===== src/rtl/hilo_pkg.sv =====
// Shared definitions for the HI/LO register unit: op codes, divider state encoding, decode helper.
package hilo_pkg;

    localparam int unsigned HILO_WIDTH      = 32;
    localparam int unsigned HILO_DIV_CYCLES = 32;
    localparam int unsigned OP_W            = 3;

    localparam logic [OP_W-1:0] HILO_NOP  = 3'd0;
    localparam logic [OP_W-1:0] HILO_WR64 = 3'd1;
    localparam logic [OP_W-1:0] HILO_MTHI = 3'd2;
    localparam logic [OP_W-1:0] HILO_MTLO = 3'd3;
    localparam logic [OP_W-1:0] HILO_DIV  = 3'd4;
    localparam logic [OP_W-1:0] HILO_DIVU = 3'd5;
    localparam logic [OP_W-1:0] HILO_CLR  = 3'd6;
    localparam logic [OP_W-1:0] HILO_RSVD = 3'd7;

    typedef enum logic [1:0] {
        ST_IDLE = 2'd0,
        ST_RUN  = 2'd1,
        ST_FIX  = 2'd2
    } div_state_e;

    typedef struct packed {
        logic wr64;
        logic mthi;
        logic mtlo;
        logic clr;
        logic div_start;
        logic div_signed;
    } op_dec_t;

    // One-hot style decode; NOP and the reserved code map to no action.
    function automatic op_dec_t decode_op(input logic [OP_W-1:0] op);
        op_dec_t d;
        d = '0;
        case (op)
            HILO_WR64: d.wr64 = 1'b1;
            HILO_MTHI: d.mthi = 1'b1;
            HILO_MTLO: d.mtlo = 1'b1;
            HILO_DIV: begin
                d.div_start  = 1'b1;
                d.div_signed = 1'b1;
            end
            HILO_DIVU: d.div_start = 1'b1;
            HILO_CLR:  d.clr = 1'b1;
            default:   d = '0;
        endcase
        return d;
    endfunction

endpackage


===== src/rtl/div_core.sv =====
// Iterative restoring divider, one quotient bit per cycle, with signed magnitude
// conversion on entry and sign correction in a final fix-up cycle.
module div_core
    import hilo_pkg::*;
#(
    parameter int unsigned WIDTH      = HILO_WIDTH,
    parameter int unsigned DIV_CYCLES = HILO_DIV_CYCLES
) (
    input  logic             clk,
    input  logic             rst_n,
    input  logic             start,
    input  logic             is_signed,
    input  logic [WIDTH-1:0] dividend,
    input  logic [WIDTH-1:0] divisor,
    output logic             busy,
    output logic             done,
    output logic             res_wr_c,
    output logic [WIDTH-1:0] quo_c,
    output logic [WIDTH-1:0] rem_c,
    output logic             by_zero
);

    localparam int unsigned        CNT_W     = $clog2(DIV_CYCLES + 1);
    localparam logic [CNT_W-1:0]   LAST_ITER = CNT_W'(DIV_CYCLES - 1);

    div_state_e       state_q;
    div_state_e       state_nxt;
    logic [CNT_W-1:0] cnt_q;
    logic [WIDTH-1:0] rem_q;
    logic [WIDTH-1:0] quo_q;
    logic [WIDTH-1:0] dvs_q;
    logic [WIDTH-1:0] dvd_q;
    logic             neg_quo_q;
    logic             neg_rem_q;

    logic             load_c;
    logic             iter_c;
    logic             fix_c;
    logic [WIDTH:0]   shifted_c;
    logic [WIDTH:0]   diff_c;

    // Magnitude in WIDTH+1 bits so the most negative value converts without overflow.
    function automatic logic [WIDTH-1:0] magnitude(input logic [WIDTH-1:0] x, input logic sgn);
        logic [WIDTH:0] ext;
        ext = {sgn & x[WIDTH-1], x};
        if (ext[WIDTH]) begin
            ext = -ext;
        end
        return ext[WIDTH-1:0];
    endfunction

    always_ff @(posedge clk or negedge rst_n) begin
        if (!rst_n) begin
            state_q <= ST_IDLE;
        end else begin
            state_q <= state_nxt;
        end
    end

    always_comb begin
        state_nxt = state_q;
        case (state_q)
            ST_IDLE: if (start) state_nxt = ST_RUN;
            ST_RUN:  if (cnt_q == LAST_ITER) state_nxt = ST_FIX;
            ST_FIX:  state_nxt = ST_IDLE;
            default: state_nxt = ST_IDLE;
        endcase
    end

    always_comb begin
        load_c = 1'b0;
        iter_c = 1'b0;
        fix_c  = 1'b0;
        case (state_q)
            ST_IDLE: load_c = start;
            ST_RUN:  iter_c = 1'b1;
            ST_FIX:  fix_c  = 1'b1;
            default: ;
        endcase
    end

    // Trial subtraction: a borrow out of the top bit means the divisor did not fit.
    always_comb begin
        shifted_c = {rem_q, quo_q[WIDTH-1]};
        diff_c    = shifted_c - {1'b0, dvs_q};
    end

    always_ff @(posedge clk or negedge rst_n) begin
        if (!rst_n) begin
            cnt_q     <= '0;
            rem_q     <= '0;
            quo_q     <= '0;
            dvs_q     <= '0;
            dvd_q     <= '0;
            neg_quo_q <= 1'b0;
            neg_rem_q <= 1'b0;
            by_zero   <= 1'b0;
            busy      <= 1'b0;
            done      <= 1'b0;
        end else begin
            busy <= (state_nxt != ST_IDLE);
            done <= fix_c;
            if (load_c) begin
                cnt_q     <= '0;
                rem_q     <= '0;
                quo_q     <= magnitude(dividend, is_signed);
                dvs_q     <= magnitude(divisor, is_signed);
                dvd_q     <= dividend;
                neg_quo_q <= is_signed & (dividend[WIDTH-1] ^ divisor[WIDTH-1]);
                neg_rem_q <= is_signed & dividend[WIDTH-1];
                by_zero   <= (divisor == '0);
            end else if (iter_c) begin
                cnt_q <= cnt_q + CNT_W'(1);
                if (!diff_c[WIDTH]) begin
                    rem_q <= diff_c[WIDTH-1:0];
                    quo_q <= {quo_q[WIDTH-2:0], 1'b1};
                end else begin
                    rem_q <= shifted_c[WIDTH-1:0];
                    quo_q <= {quo_q[WIDTH-2:0], 1'b0};
                end
            end
        end
    end

    // Sign fix-up; a zero divisor returns the dividend as remainder and all-ones quotient.
    always_comb begin
        res_wr_c = fix_c;
        if (by_zero) begin
            quo_c = '1;
            rem_c = dvd_q;
        end else begin
            quo_c = neg_quo_q ? -quo_q : quo_q;
            rem_c = neg_rem_q ? -rem_q : rem_q;
        end
    end

endmodule


===== src/rtl/hilo_unit.sv =====
// Architectural HI/LO register pair with MTHI/MTLO/WR64/CLR and an iterative divider.
// Optional same-cycle write forwarding onto hilo is enabled by defining HILO_BYPASS_EN.
module hilo_unit
    import hilo_pkg::*;
#(
    parameter int unsigned WIDTH      = HILO_WIDTH,
    parameter int unsigned DIV_CYCLES = HILO_DIV_CYCLES
) (
    input  logic               clk,
    input  logic               rst_n,
    input  logic               op_valid,
    input  logic [OP_W-1:0]    op,
    input  logic [WIDTH-1:0]   a,
    input  logic [WIDTH-1:0]   b,
    input  logic [2*WIDTH-1:0] alu64_result,
    output logic [2*WIDTH-1:0] hilo,
    output logic               busy,
    output logic               done,
    output logic               div_zero
);

    logic [WIDTH-1:0] hi_q;
    logic [WIDTH-1:0] lo_q;
    logic [WIDTH-1:0] hi_new_c;
    logic [WIDTH-1:0] lo_new_c;

    logic             accept_c;
    op_dec_t          dec_c;
    logic             div_start_c;
    logic             div_wr_c;
    logic [WIDTH-1:0] div_quo_c;
    logic [WIDTH-1:0] div_rem_c;
    logic             div_by_zero;

    // Ops arriving while the divider is busy are dropped; the hazard unit holds them.
    always_comb begin
        accept_c    = op_valid & ~busy;
        dec_c       = decode_op(op);
        div_start_c = accept_c & dec_c.div_start;
    end

    always_comb begin
        hi_new_c = hi_q;
        lo_new_c = lo_q;
        if (accept_c) begin
            if (dec_c.wr64) begin
                hi_new_c = alu64_result[2*WIDTH-1:WIDTH];
                lo_new_c = alu64_result[WIDTH-1:0];
            end
            if (dec_c.mthi) hi_new_c = a;
            if (dec_c.mtlo) lo_new_c = a;
            if (dec_c.clr) begin
                hi_new_c = '0;
                lo_new_c = '0;
            end
        end
    end

    div_core #(
        .WIDTH      (WIDTH),
        .DIV_CYCLES (DIV_CYCLES)
    ) u_div (
        .clk       (clk),
        .rst_n     (rst_n),
        .start     (div_start_c),
        .is_signed (dec_c.div_signed),
        .dividend  (a),
        .divisor   (b),
        .busy      (busy),
        .done      (done),
        .res_wr_c  (div_wr_c),
        .quo_c     (div_quo_c),
        .rem_c     (div_rem_c),
        .by_zero   (div_by_zero)
    );

    // Divider writeback only happens while busy, so it never collides with an accepted op.
    always_ff @(posedge clk or negedge rst_n) begin
        if (!rst_n) begin
            hi_q     <= '0;
            lo_q     <= '0;
            div_zero <= 1'b0;
        end else if (div_wr_c) begin
            hi_q     <= div_rem_c;
            lo_q     <= div_quo_c;
            div_zero <= div_by_zero;
        end else begin
            hi_q <= hi_new_c;
            lo_q <= lo_new_c;
            if (accept_c & dec_c.clr) begin
                div_zero <= 1'b0;
            end
        end
    end

`ifdef HILO_BYPASS_EN
    assign hilo = {hi_new_c, lo_new_c};
`else
    assign hilo = {hi_q, lo_q};
`endif

endmodule


===== config.mk =====
export PLATFORM = sky130hd
export DESIGN_NAME = hilo_unit
export DESIGN_NICKNAME = d
export VERILOG_FILES = /design/src/rtl/hilo_pkg.sv /design/src/rtl/div_core.sv /design/src/rtl/hilo_unit.sv
export SDC_FILE = /design/constraint.sdc
export NUM_CORES = 1
export LEC_CHECK = 0
export CAP_MARGIN = 40
export CORE_ASPECT_RATIO = 0.75
export CORE_UTILIZATION = 35
export DETAILED_ROUTE_END_ITERATION = 16
export GPL_TIMING_DRIVEN = 0
export PLACE_DENSITY = 0.62
export SLEW_MARGIN = 15
export SYNTH_ARGS = -nofsm -noshare
export SYNTH_HDL_FRONTEND = slang
export SYNTH_SLANG_ARGS = --single-unit

===== constraint.sdc =====
create_clock -name clk -period 2.85 [get_ports clk]
set_input_delay 0.4275 -clock clk [delete_from_list [all_inputs] [get_ports clk]]
set_output_delay 0.4275 -clock clk [all_outputs]
set_load 0.02 [all_outputs]

==> impl_metrics.env <==
export IMPL_ios=201
export IMPL_cp_start_kind="register"
export IMPL_gp_congestion=1.01
export IMPL_p_seq_share_pct=28.2
export IMPL_relSlewSlack_pct=42.3
export IMPL_synth_top_family_by_area="compound AO/OA/AOI/OAI gates"
export IMPL_clockRootBuffer="clkbuf_16"
export IMPL_synth_area_leaders="dfrtp_1 (37%), nand2_1 (7.9%), o21ai_0 (5.5%), xor2_1 (4.6%), xnor2_1 (4.4%)"
export IMPL_use_met1_pct=42.1
export IMPL_p_int_w=0.0103
export IMPL_htreeDepth=1
export IMPL_drcViolationCount=0
export IMPL_synth_seq_area_share_pct=36.8
export IMPL_clock_power_share_pct=17.9
export IMPL_grt_pass1_vias=13800
export IMPL_synthSimpleGateAreaFrac_pct=19.8
export IMPL_drt_total_wl_mm=58.0
export IMPL_met2_usage_pct=39.8
export IMPL_synth_top_cell_area_share_pct=36.8
export IMPL_violations="negative setup slack"
export IMPL_synth_nets=1881
export IMPL_clkSinkCount=206
export IMPL_ant_nets=0
export IMPL_core_area_mm2=0.0395
export IMPL_start_util_pct=35.4
export IMPL_nets=2142
export IMPL_cp_max_fo=5
export IMPL_ys_warn_count=0
export IMPL_slew_violations=0
export IMPL_wire_per_inst_um=23.1
export IMPL_grt_setup_unrepaired="yes"
export IMPL_die_area_mm2=0.0408
export IMPL_worst_slack_ns=-0.243
export IMPL_first_pass_iters=5
export IMPL_period_share_pct=109
export IMPL_power_switching_w=0.00807
export IMPL_finalSetupViolCount=44
export IMPL_synth_cell_types=65
export IMPL_worstHoldPathType="in -> reg"
export IMPL_fp_row_count=63
export IMPL_hold_viol=0
export IMPL_yosys_area_top_type="dfrtp_1"
export IMPL_power_frac_comb_pct=53.9
export IMPL_arrival_ns=3.52
export IMPL_clk_pin_slew_ns=0.06
export IMPL_fin_util_pct=47.1
export IMPL_die_h_um=175
export IMPL_synth_compound_area_share_pct=22.5
export IMPL_drv_cap=0
export IMPL_netlist_area_mm2=0.0140
export IMPL_grt_overflow=0
export IMPL_async_flop_share_pct=100
export IMPL_fin_crit_ns=3.09
export IMPL_vias=14600
export IMPL_synth_edf_count=0
export IMPL_grt_antenna_before_repair=3
export IMPL_p_leak_nw=7.48
export IMPL_synthTopCellsByCount="nand2_1 (295), dfrtp_1 (206), o21ai_0 (153)"
export IMPL_synth_cells=1709
export IMPL_vias_per_cell=5.83
export IMPL_insertion_delay_ns=0.55
export IMPL_synth_seq_cells=206
export IMPL_die_x_um=233
export IMPL_worstPathRequired_ns=3.27
export IMPL_worstSetupEndpointType="register"
export IMPL_clockBufferDepth=3
export IMPL_use_met3_pct=5.86
export IMPL_dp_hpwl_mm=43.9
export IMPL_synth_main_ff_cell="dfrtp_1"
export IMPL_crit_type="reg -> reg"
export IMPL_avgSynthCellArea_um2=8.19
export IMPL_syn_to_final_growth_pct=33.0
export IMPL_synth_fa_ha_area_share_pct=3.45
export IMPL_cts_buffers=25
export IMPL_portBuffers=194
export IMPL_fmax_ghz=0.323
export IMPL_grt_max_degree=98
export IMPL_grt_first_pass_wirelength_mm=85.6
export IMPL_synth_xor_area_share_pct=9.07
export IMPL_yosysMostFrequentCell="nand2_1"
export IMPL_tightest_slew_ns=0.866
export IMPL_cts_tree="built"
export IMPL_grt_util_all_layers_pct=27.9
export IMPL_reg2reg_slack_ns=-0.24
export IMPL_grt_busiest_layer="met1"
export IMPL_fin_worst_skew_ns=0.0109
export IMPL_ir_drop_mv=0.542
export IMPL_status="complete, but fails checks"
export IMPL_powerDensity_mw_per_mm2=989
export IMPL_synthMuxAreaShare_pct=3.94
export IMPL_total_power_w=0.0184
export IMPL_drive_gt1_share_pct=12.1
export IMPL_p_sw_share_pct=43.8
export IMPL_drtIter0Drc=1802
## metal layers
layer,up-vias,part of all wire (%),routed length (µm)
met2,754,42,24300
met5,-,0,0
li1,6599,-,-
met3,101,10,5990
met4,0,2.6,1500
met1,7178,45,26200
## placed cells by master (no fill, tap or decap), drive strengths merged, types with 13 or more instances in the layout
| cell type | count |
|---|---|
| ha | 37 |
| dfrtp | 206 |
| or3 | 16 |
| xnor2 | 71 |
| or4 | 15 |
| clkbuf | 128 |
| buf | 60 |
| nand2 | 295 |
| nor3 | 23 |
| nand3 | 19 |
| a31oi | 34 |
| mux2i | 54 |
| nor2 | 142 |
| o21ai | 156 |
| nor3b | 32 |
| inv | 47 |
| o21a | 30 |
| o31ai | 39 |
| nand2b | 13 |
| xor2 | 73 |
| o211ai | 30 |
| a21oi | 103 |
| a211oi | 28 |
| nor4 | 14 |
| clkdlybuf4s50 | 187 |
## power by group through the flow
stage                     sequential [W]  clock, W  combinational (W)
after global placement           0.00508         0            0.00828
after floorplan                  0.00509         0            0.00557
after detailed placement         0.00511         0            0.00843
after CTS                        0.00510   0.00332            0.00925
final                            0.00520   0.00329            0.00992
after global routing             0.00532   0.00341             0.0108
## metrics by stage
stage	setup TNS (ns)	cell area [µm²]	hold slack, ns	cells	setup WS [ns]
final	-7.43	18600	0.235	2511	-0.243
after global routing	-12.03	18600	0.239	2511	-0.356
after CTS	-9.58	18100	0.203	2492	-0.313
after detailed placement	-67.36	16700	0.399	2425	-0.946
after global placement	-1654.62	16700	0.461	2423	-7.67
after floorplan	-0.174	14100	0.132	1709	-0.0219
## what timing repair did
item	CTS	global route
resized for setup	97	104
pin swaps	36	32
buffers inserted	22	17
setup endpoints to repair	73	123
endpoints found under the hold margin	57	0
hold buffers	1	0
## path summary, 6_finish.rpt
| check | end | cells past startpoint | from |
|---|---|---|---|
| min reg2reg | u_div.dvd_q[24]$_DFFE_PN0P_ | 2 | u_div.dvd_q[24]$_DFFE_PN0P_ |
| max | u_div.rem_q[9]$_DFFE_PN0P_ | 13 | u_div.dvs_q[0]$_DFFE_PN0P_ |
| min | u_div.dvd_q[16]$_DFFE_PN0P_ | 3 | a[16] |
| max reg2reg | u_div.rem_q[9]$_DFFE_PN0P_ | 13 | u_div.dvs_q[0]$_DFFE_PN0P_ |
| min in group asynchronous | lo_q[15]$_DFFE_PN0P_ | 2 | rst_n |
| max in group asynchronous | u_div.rem_q[8]$_DFFE_PN0P_ | 3 | rst_n |
## cell type report
class                      instances  area (µm²)
fill                            3753       20900
inverter                          48         190
clock inverter                    15         140
clock buffer                      30         684
timing repair buffer             236        2330
multi-input combinational       1341        8950
tap                              520         651
antenna                            3        7.51
buffer                           112         468
sequential                       206        5170
## flip-flops by register name, summed over array words and instances, names as in the netlist, 2 cells and up
| signal | count |
|---|---|
| hi_q | 32 |
| lo_q | 32 |
| u_div.cnt_q | 6 |
| u_div.dvd_q | 32 |
| u_div.dvs_q | 32 |
| u_div.quo_q | 32 |
| u_div.rem_q | 32 |
| u_div.state_q | 2 |
## worst max-delay path, cell delays in order, from the launching register on
cell and delay [ns]:
dfrtp_1 0.43, ha_4 0.19, fa_2 0.34, nand2b_4 0.16, a21oi_4 0.17, o21ai_4 0.09, a2111oi_4 0.41, nor3_4 0.11
o31ai_4 0.27, xnor2_4 0.19, buf_8 0.19, buf_12 0.13, a32oi_2 0.19, o21ai_1 0.09
## logic make-up after synthesis
kind of cell | count (synthesis)
simple gates | 609
mux | 55
compound gates | 495
flops | 206
fa+ha+maj | 38
buf+inv | 162
xor+xnor | 144
Power figures use the tool's default switching activity.
